--- src/rtl/ascii_uart_tx.sv ---
// ascii_uart_tx: serialises a fixed-width ASCII buffer onto an 8N1 UART line.
// NUL bytes (converter padding) are skipped; optionally each record is closed
// with CR LF. One record is sent per accepted load; done pulses at the end.
module ascii_uart_tx #(
  parameter int BYTES        = 11,
  parameter int CLKS_PER_BIT = 868,
  parameter bit APPEND_CRLF  = 1'b1
) (
  input  logic                 clk,
  input  logic                 rst_n,
  input  logic [0:BYTES*8-1]   ascii,
  input  logic                 load,
  output logic                 busy,
  output logic                 done,
  output logic                 tx
);

  localparam int BW = $clog2(CLKS_PER_BIT);
  localparam int IW = (BYTES > 1) ? $clog2(BYTES) : 1;
  localparam logic [BW-1:0] BAUD_LAST = BW'(CLKS_PER_BIT - 1);
  localparam logic [IW-1:0] IDX_LAST  = IW'(BYTES - 1);

  typedef enum logic [2:0] {
    IDLE,
    SCAN,
    START,
    DATA,
    STOP,
    CR,
    LF,
    FIN
  } state_t;

  // Origin of the character currently on the line; decides where STOP goes.
  typedef enum logic [1:0] {
    SRC_BUF,
    SRC_CR,
    SRC_LF
  } src_t;

  state_t             state;
  src_t               src;
  logic [BW-1:0]      baud_cnt;
  logic [2:0]         bit_cnt;
  logic [IW-1:0]      idx;
  logic [0:BYTES*8-1] buf_q;
  logic [7:0]         shreg;
  logic [7:0]         cur_byte;
  logic               baud_end;

  assign cur_byte = buf_q[{idx, 3'b000} +: 8];
  assign baud_end = (baud_cnt == BAUD_LAST);

  // Data path: buffer capture on accept, shift register load and LSB-first shifting.
  always_ff @(posedge clk) begin
    if (state == IDLE && load) begin
      buf_q <= ascii;
    end
    if (state == SCAN && cur_byte != 8'h00) begin
      shreg <= cur_byte;
    end else if (state == CR) begin
      shreg <= 8'h0D;
    end else if (state == LF) begin
      shreg <= 8'h0A;
    end else if (baud_end && (state == START || (state == DATA && bit_cnt != 3'd7))) begin
      shreg <= {1'b0, shreg[7:1]};
    end
  end

  // Control FSM: sequencing, baud/bit/index counters and registered tx/busy/done.
  always_ff @(posedge clk or negedge rst_n) begin
    if (!rst_n) begin
      state    <= IDLE;
      src      <= SRC_BUF;
      baud_cnt <= '0;
      bit_cnt  <= '0;
      idx      <= '0;
      tx       <= 1'b1;
      busy     <= 1'b0;
      done     <= 1'b0;
    end else begin
      case (state)
        IDLE: begin
          tx       <= 1'b1;
          busy     <= 1'b0;
          done     <= 1'b0;
          baud_cnt <= '0;
          bit_cnt  <= '0;
          if (load) begin
            idx   <= '0;
            busy  <= 1'b1;
            state <= SCAN;
          end
        end
        SCAN: begin
          if (cur_byte == 8'h00) begin
            if (idx == IDX_LAST) begin
              if (APPEND_CRLF) state <= CR;
              else             state <= FIN;
            end else begin
              idx <= idx + IW'(1);
            end
          end else begin
            src      <= SRC_BUF;
            baud_cnt <= '0;
            tx       <= 1'b0;
            state    <= START;
          end
        end
        START: begin
          if (baud_end) begin
            baud_cnt <= '0;
            bit_cnt  <= '0;
            tx       <= shreg[0];
            state    <= DATA;
          end else begin
            baud_cnt <= baud_cnt + BW'(1);
          end
        end
        DATA: begin
          if (baud_end) begin
            baud_cnt <= '0;
            if (bit_cnt == 3'd7) begin
              bit_cnt <= '0;
              tx      <= 1'b1;
              state   <= STOP;
            end else begin
              bit_cnt <= bit_cnt + 3'd1;
              tx      <= shreg[0];
            end
          end else begin
            baud_cnt <= baud_cnt + BW'(1);
          end
        end
        STOP: begin
          if (baud_end) begin
            baud_cnt <= '0;
            case (src)
              SRC_CR:  state <= LF;
              SRC_LF:  state <= FIN;
              default: begin
                if (idx != IDX_LAST) begin
                  idx   <= idx + IW'(1);
                  state <= SCAN;
                end else if (APPEND_CRLF) begin
                  state <= CR;
                end else begin
                  state <= FIN;
                end
              end
            endcase
          end else begin
            baud_cnt <= baud_cnt + BW'(1);
          end
        end
        CR: begin
          src      <= SRC_CR;
          baud_cnt <= '0;
          tx       <= 1'b0;
          state    <= START;
        end
        LF: begin
          src      <= SRC_LF;
          baud_cnt <= '0;
          tx       <= 1'b0;
          state    <= START;
        end
        FIN: begin
          done  <= 1'b1;
          busy  <= 1'b0;
          tx    <= 1'b1;
          state <= IDLE;
        end
        default: begin
          tx    <= 1'b1;
          busy  <= 1'b0;
          done  <= 1'b0;
          state <= IDLE;
        end
      endcase
    end
  end

endmodule
--- config.mk ---
export PLATFORM = sky130hd
export DESIGN_NAME = ascii_uart_tx
export DESIGN_NICKNAME = d
export VERILOG_FILES = /design/src/rtl/ascii_uart_tx.sv
export SDC_FILE = /design/constraint.sdc
export NUM_CORES = 1
export LEC_CHECK = 0
export CORE_ASPECT_RATIO = 1.25
export CORE_UTILIZATION = 25
export DETAILED_ROUTE_END_ITERATION = 6
export DONT_BUFFER_PORTS = 1
export PLACE_DENSITY = 0.38
export SETUP_SLACK_MARGIN = 0.2
export SLEW_MARGIN = 20
export SYNTH_ARGS = -nofsm -noshare
export SYNTH_HDL_FRONTEND = slang
export SYNTH_SLANG_ARGS = --single-unit
--- constraint.sdc ---
create_clock -name clk -period 8.52 [get_ports clk]
set_input_delay 1.704 -clock clk [delete_from_list [all_inputs] [get_ports clk]]
set_output_delay 1.704 -clock clk [all_outputs]
set_load 0.005 [all_outputs]
==> impl_metrics.csv, run 1 <==
group,metric,value,unit
floorplanning,placementRows,59,
setup_path,critical_path.startpoint_type,"flip-flop",
clock_network,hold_buffers,0,
floorplanning,initial_core_util,25.7,%
power_and_ir_drop,p_per_area,206,mW/mm^2
routing,routedWlPerCell,18.1,um
timing,tightest_slew,0.938,ns
global_route,grt.overflow.total,0,
timing,fin_crit,3.58,ns
outcome,status,"finished clean",
floorplanning,die-area,0.0223,mm^2
timing,fin_crit_sh,42.1,%
clock_network,cts_sinks,121,
yosys,synth_edf_count,96,
routing,num_vias,3316,
power_and_ir_drop,leakagePower,2.11,nW
clock_network,cts_buffers,17,
yosys,syn_area,0.00541,mm^2
power_and_ir_drop,netSwitchingFraction,21.2,%
global_route,grt_pass1_vias,3439,
timing,setup_tns,0,ns
timing,fmax,279,MHz
power_and_ir_drop,peakVddDrop,0.000122,V
yosys,ys_async_sr_fraction,20.7,%
worst_hold_path,worstHoldPathType,"flip-flop to flip-flop",
cells_and_area,finalNetCount,500,
timing,fin_skew,0.00736,ns
timing,grt_setup_unrepaired,"no",
routing,drtIter0Drc,204,
power_and_ir_drop,internal_power,1.01,mW
global_route,grt_first_pass_wirelength,19.6,mm
floorplanning,ios,94,
yosys,synth.distinct_cells,57,
timing,relSlewSlack,37.5,%
timing,setup_viol,0,
yosys,ys.flop_type,"edfxtp_1",
job,max-cap-violations,0,
yosys,syn-mean-instance-area,13.5,um^2
global_route,grt_max_degree,68,
routing,drc,0,
yosys,synth-seq-cells,121,
cells_and_area,regArea,0.00351,mm^2
power_and_ir_drop,pwr-share-seq,49.8,%
clock_network,postCtsSetupRepairBufs,0,
timing,slew_violations,0,
setup_path,crit_fanout,20,
cells_and_area,antenna-diode-count,0,
place,gp_congestion,0.747,
setup_path,setup.worst_path.class,"flip-flop to flip-flop",
routing,ant_nets,0,
cells_and_area,n_fill_cell,2140,
timing,finalHoldViolations,0,
clock_network,h-tree-depth,4,
yosys,synth_nets,499,
cells_and_area,post-route-util,29.6,%
global_route,gr-usage-all-layers,11.7,%
yosys,yosysWarnings,0,
yosys,ys_seq_area_share,64.8,%
power_and_ir_drop,switchingPower,0.271,mW
routing,routed_wl,12.5,mm
cells_and_area,drive_gt1_share,14.2,%
place,dpl.hpwl,8.68,mm
place,place.port_buffers,0,
floorplanning,fp.coreArea,0.0210,mm^2
clock_network,insertion_delay,0.41,ns
clock_network,clk_pin_slew_worst_paths,0.06,ns
floorplanning,die_w,134,um
routing,via_per_inst,4.81,
clock_network,cts_resized,0,
floorplanning,fp.dieH,167,um
setup_path,end_kind,"flip-flop",
clock_network,cts-root-buf,"clkbuf_16",
cells_and_area,synthToLayoutAreaGrowth,15.1,%
power_and_ir_drop,p_comb_share,0,%
power_and_ir_drop,clkPwrFrac,50.2,%
clock_network,clockBufferDepth,2,
routing,drt-pass1-iter-count,6,
setup_path,worstPathArrival,3.90,ns
clock_network,cts_tree,"yes",
yosys,synthCells,402,
setup_path,crit_required,8.84,ns
cells_and_area,multi_input_comb_area,0.00177,mm^2
global_route,antenna_found_initial,0,
-- path summary, 6_finish.rpt --
kind | start | to | slack (ns) | depth (start not counted)
min in group asynchronous | rst_n | src[1]$_DFFE_PN0P_ | 0.98 | 0
setup / recovery | idx[0]$_DFFE_PN0P_ | baud_cnt[7]$_DFFE_PN0P_ | 4.94 | 7
setup reg to reg | idx[0]$_DFFE_PN0P_ | baud_cnt[7]$_DFFE_PN0P_ | 4.94 | 7
max in group asynchronous | rst_n | tx$_DFFE_PN1P_ | 7.37 | 0
hold / removal | bit_cnt[1]$_DFFE_PN0P_ | bit_cnt[1]$_DFFE_PN0P_ | 0.52 | 1
hold reg to reg | bit_cnt[1]$_DFFE_PN0P_ | bit_cnt[1]$_DFFE_PN0P_ | 0.52 | 1
-- per-layer routing --
metal | track usage (%) | share of wire, % | vias up
li1 | - | - | 1570
met1 | 13.1 | 41 | 1633
met2 | 20.3 | 52 | 100
met3 | 4.20 | 5.6 | 13
met4 | 4.30 | 1.1 | 0
met5 | 0 | 0 | -
-- state kept, by name (all words and copies together), names as in the netlist --
signal / flops
state: 3
done: 1
baud_cnt: 10
buf_q: 88
src: 2
busy: 1
bit_cnt: 3
idx: 4
shreg: 8
tx: 1
-- through the flow --
stage | instances | power (mW) | setup slack (ns) | area (um^2) | hold WS (ns)
global route | 690 | 1.33 | 4.69 | 6230 | 0.533
global placement | 657 | 0.650 | 4.69 | 5680 | 0.501
detailed placement | 657 | 0.650 | 4.62 | 5680 | 0.513
finish | 690 | 1.28 | 4.94 | 6230 | 0.522
floorplan | 402 | 0.650 | 2.94 | 5420 | 0.482
CTS | 689 | 1.30 | 4.86 | 6210 | 0.526
-- synthesized netlist by cell type (2+ instances only) --
master / number / area (um^2)
o32ai_1: 2 / 17.5
a22oi_1: 10 / 75.1
nor2_1: 25 / 93.8
mux2_2: 2 / 22.5
a31oi_1: 5 / 31.3
nor3_2: 2 / 20.0
a32oi_1: 3 / 26.3
o21ai_1: 6 / 30.0
inv_1: 11 / 41.3
o22ai_1: 5 / 31.3
nand4_1: 2 / 12.5
or3_1: 3 / 18.8
nor3_1: 7 / 35.0
edfxtp_1: 96 / 2880
mux2i_1: 10 / 100
buf_6: 2 / 22.5
a21oi_1: 41 / 205
nand2_1: 35 / 131
o21ai_0: 9 / 45.0
nand3b_1: 2 / 15.0
a22o_1: 2 / 17.5
buf_2: 3 / 15.0
dfrtp_1: 24 / 601
and3_1: 3 / 18.8
ha_1: 6 / 75.1
nor3b_1: 2 / 15.0
a41oi_1: 2 / 17.5
mux4_2: 14 / 315
inv_2: 2 / 7.51
clkbuf_1: 15 / 56.3
mux2_1: 6 / 67.6
nor2b_1: 4 / 25.0
nand3_1: 13 / 65.1
o2bb2ai_1: 5 / 43.8
-- logic make-up after synthesis --
logic type | synth area share, %
muxes | 9.34
DFF | 64.8
and+or+nand+nor | 9.15
buffers and inverters | 2.77
AOI/OAI and AO/OA | 12.5
adders and majority gates | 1.39
-- worst max-delay path, cell delays in order (launching register included) --
cell and delay [ns]:
dfrtp_1 0.95, mux4_2 0.59, or2_1 0.23, a32oi_1 0.34
o2111ai_1 0.28, nor3_2 0.44, nand2_1 0.37, a41oi_1 0.29
-- cells in the final DEF (no fill, tap or decap), types with 3 or more instances in the layout --
cell type | Yosys | routed
o21ai_1 | 6 | 6
a31oi_1 | 5 | 5
o21ai_0 | 9 | 9
or3_1 | 3 | 3
ha_1 | 6 | 6
clkinv_4 | 0 | 5
o2bb2ai_1 | 5 | 5
inv_1 | 11 | 11
nand3_1 | 13 | 13
dfrtp_1 | 24 | 24
edfxtp_1 | 96 | 96
o22ai_1 | 5 | 5
clkinv_2 | 0 | 3
a21oi_1 | 41 | 40
clkbuf_16 | 0 | 17
and3_1 | 3 | 3
clkinvlp_4 | 0 | 3
nor2_1 | 25 | 25
nor3_1 | 7 | 7
mux4_2 | 14 | 14
a32oi_1 | 3 | 3
nor2b_1 | 4 | 4
mux2i_1 | 10 | 10
a22oi_1 | 10 | 10
nand2_1 | 35 | 35
mux2_1 | 6 | 6
-- power by group through the flow --
stage / sequential, mW / clock, mW / combinational [mW]
finish: 0.638 / 0.643 / 0.000321
global route: 0.637 / 0.690 / 0.000367
CTS: 0.638 / 0.664 / 0.000326
detailed placement: 0.650 / 0 / 0.000328
global placement: 0.650 / 0 / 0.000332
floorplan: 0.650 / 0 / 0.000225
-- final cells by class --
cell class	count	share of cell area [%]
sequential	121	56.3
inverter	13	0.783
multi-input combinational	247	28.4
tap	274	5.50
timing repair buffer	3	0.482
clock inverter	14	1.65
clock buffer	18	6.89
Power figures use the tool's default switching activity.
==> run 2, diff against run 1 <==
Settings changed: PLACE_DENSITY 0.38 to 0.36.
Clock period 8.52 ns to 3.37 ns, I/O delays scaled along.
==> run 2 against run 1 <==
Critical path depth unchanged. First-iteration DRC count up 3.9%. Sequential power rose to 2.5 times the previous value. Setup slack worse by 4.6 ns. Core utilization up 0.96 points. Sequential cell count unchanged. Clock power rose to 2.8 times the previous value. Cell area up 3.3%. Highest routed layer is now met5. Die area unchanged. Clock skew up 0.0036 ns. Count of clock-buffer cells in the layout down 1.
==> impl_metrics.csv, run 2 (synthesis results as in run 1) <==
group,metric,value,unit
floorplanning,fp.dieH,167,um
place,dpl.hpwl,9.15,mm
floorplanning,die-area,0.0223,mm^2
clock_network,h-tree-depth,4,
power_and_ir_drop,p_per_area,537,mW/mm^2
clock_network,cts_sinks,121,
cells_and_area,reg_top3,"buf_q x88, baud_cnt x10, shreg x8",
outcome,status,"finished clean",
cells_and_area,antenna-diode-count,0,
global_route,antenna_found_initial,1,
timing,setup_slack,0.363,ns
cells_and_area,most-common-layout-cells,"edfxtp_1, a21oi_1, nand2_1",
place,dp.cells,669,
clock_network,postCtsSetupRepairBufs,0,
timing,finalHoldViolations,0,
timing,fin_crit_sh,89.2,%
cells_and_area,stdcell_count,702,
power_and_ir_drop,peakVddDrop,0.000304,V
setup_path,setup.worst_path.class,"flip-flop to flip-flop",
global_route,grt.overflow.total,0,
cells_and_area,finalNetCount,512,
timing,fin_crit,3.01,ns
cells_and_area,largest_reg_flops,88,
floorplanning,ios,94,
cells_and_area,drive_gt1_share,17.5,%
timing,tightest_slew,0.726,ns
routing,ant_nets,0,
cells_and_area,n_fill_cell,2135,
global_route,gr-usage-all-layers,12.2,%
cells_and_area,post-route-util,30.6,%
setup_path,crit_required,3.59,ns
clock_network,cts_buffers,17,
clock_network,cts_tree,"yes",
routing,drtIter0Drc,212,
power_and_ir_drop,leakagePower,2.21,nW
place,place_ws,0.194,ns
clock_network,clk_pin_slew_worst_paths,0.06,ns
floorplanning,initial_core_util,25.7,%
timing,fmax,333,MHz
clock_network,insertion_delay,0.42,ns
timing,setup_viol,0,
routing,num_vias,3399,
routing,routedWlPerCell,18.4,um
global_route,grt_max_degree,31,
routing,drc,0,
timing,slew_violations,0,
floorplanning,placementRows,59,
setup_path,crit_fanout,12,
setup_path,end_kind,"flip-flop",
cells_and_area,top_register,"buf_q",
power_and_ir_drop,power,3.45,mW
clock_network,clockBufferDepth,2,
worst_hold_path,worstHoldPathType,"input pin to async pin",
routing,drt-pass1-iter-count,4,
timing,setup_tns,0,ns
setup_path,worstPathArrival,3.23,ns
setup_path,critical_path.startpoint_type,"flip-flop",
cells_and_area,final_common_cell,"edfxtp_1",
job,max-cap-violations,0,
routing,routed_wl,12.9,mm
global_route,grt_first_pass_wirelength,20.3,mm
timing,relSlewSlack,51.5,%
floorplanning,die_w,134,um
cells_and_area,synthToLayoutAreaGrowth,18.9,%
place,gp_congestion,0.791,
timing,fin_skew,0.0109,ns
place,place.port_buffers,0,
clock_network,cts-root-buf,"clkbuf_16",
routing,via_per_inst,4.84,
global_route,grt_pass1_vias,3501,
timing,grt_setup_unrepaired,"no",
floorplanning,fp.coreArea,0.0210,mm^2
run 2: changes by cell type in the layout (fill, tap and decap cells not counted), sizes merged:
| cell | previous run | this run |
|---|---|---|
| bufinv | 0 | 2 |
| clkinv | 9 | 4 |
| clkbuf | 18 | 17 |
| clkinvlp | 3 | 2 |
| inv | 15 | 20 |
| buf | 3 | 15 |
run 2: worst max-delay path, cell delays in order, from the launching register on:
cell       delay [ns]
dfrtp_1          0.47
mux4_2           0.52
or2_0            0.24
a32oi_1          0.32
o2111ai_1        0.27
or3_4            0.56
mux2i_1          0.15
a211oi_1         0.28
run 2: routing by layer:
| metal | track usage, % | vias to the layer above | routed length, um |
|---|---|---|---|
| met5 | 0 | - | 13 |
| met4 | 7.02 | 2 | 346 |
| met3 | 3.50 | 20 | 664 |
| met2 | 19.7 | 108 | 6410 |
| met1 | 14.5 | 1674 | 5470 |
| li1 | - | 1595 | - |
run 2: cell type report:
class	count	area (um^2)	area share, %
multi-input combinational	247	1780	27.6
tap	274	343	5.33
clock buffer	17	425	6.61
sequential	121	3510	54.6
clock inverter	15	165	2.57
inverter	13	48.8	0.758
timing repair buffer	15	163	2.53
run 2: through the flow:
step / hold slack [ns] / area (um^2)
finish: 0.0763 / 6430
detailed placement: 0.380 / 5810
global route: 0.0714 / 6430
global placement: 0.380 / 5810
CTS: 0.0576 / 6420
floorplan: 0.378 / 5450
run 2: where the power goes:
part           internal, mW  switching [mW]  total, mW
combinational       0.00313         0.00653    0.00967
clock                  1.11           0.727       1.83
sequential             1.61               0       1.61
run 2: final timing paths:
kind,from,to,slack (ns),depth (start not counted)
hold / removal,rst_n,bit_cnt[0]$_DFFE_PN0P_,0.08,1
setup / recovery,idx[0]$_DFFE_PN0P_,shreg[0]$_DFFE_PP_,0.36,7
min in group clk,ascii[57],buf_q[57]$_DFFE_PP_,0.35,0
hold reg to reg,bit_cnt[1]$_DFFE_PN0P_,bit_cnt[1]$_DFFE_PN0P_,0.52,1
setup reg to reg,idx[0]$_DFFE_PN0P_,shreg[0]$_DFFE_PP_,0.36,7
max in group asynchronous,rst_n,idx[2]$_DFFE_PN0P_,3.12,1
run 2: repair_timing:
item	CTS	global route
pin swaps	0	0
hold buffers	1	0
hold endpoints to repair	24	0
endpoints found under the setup margin	2	11
resized for setup	1	3
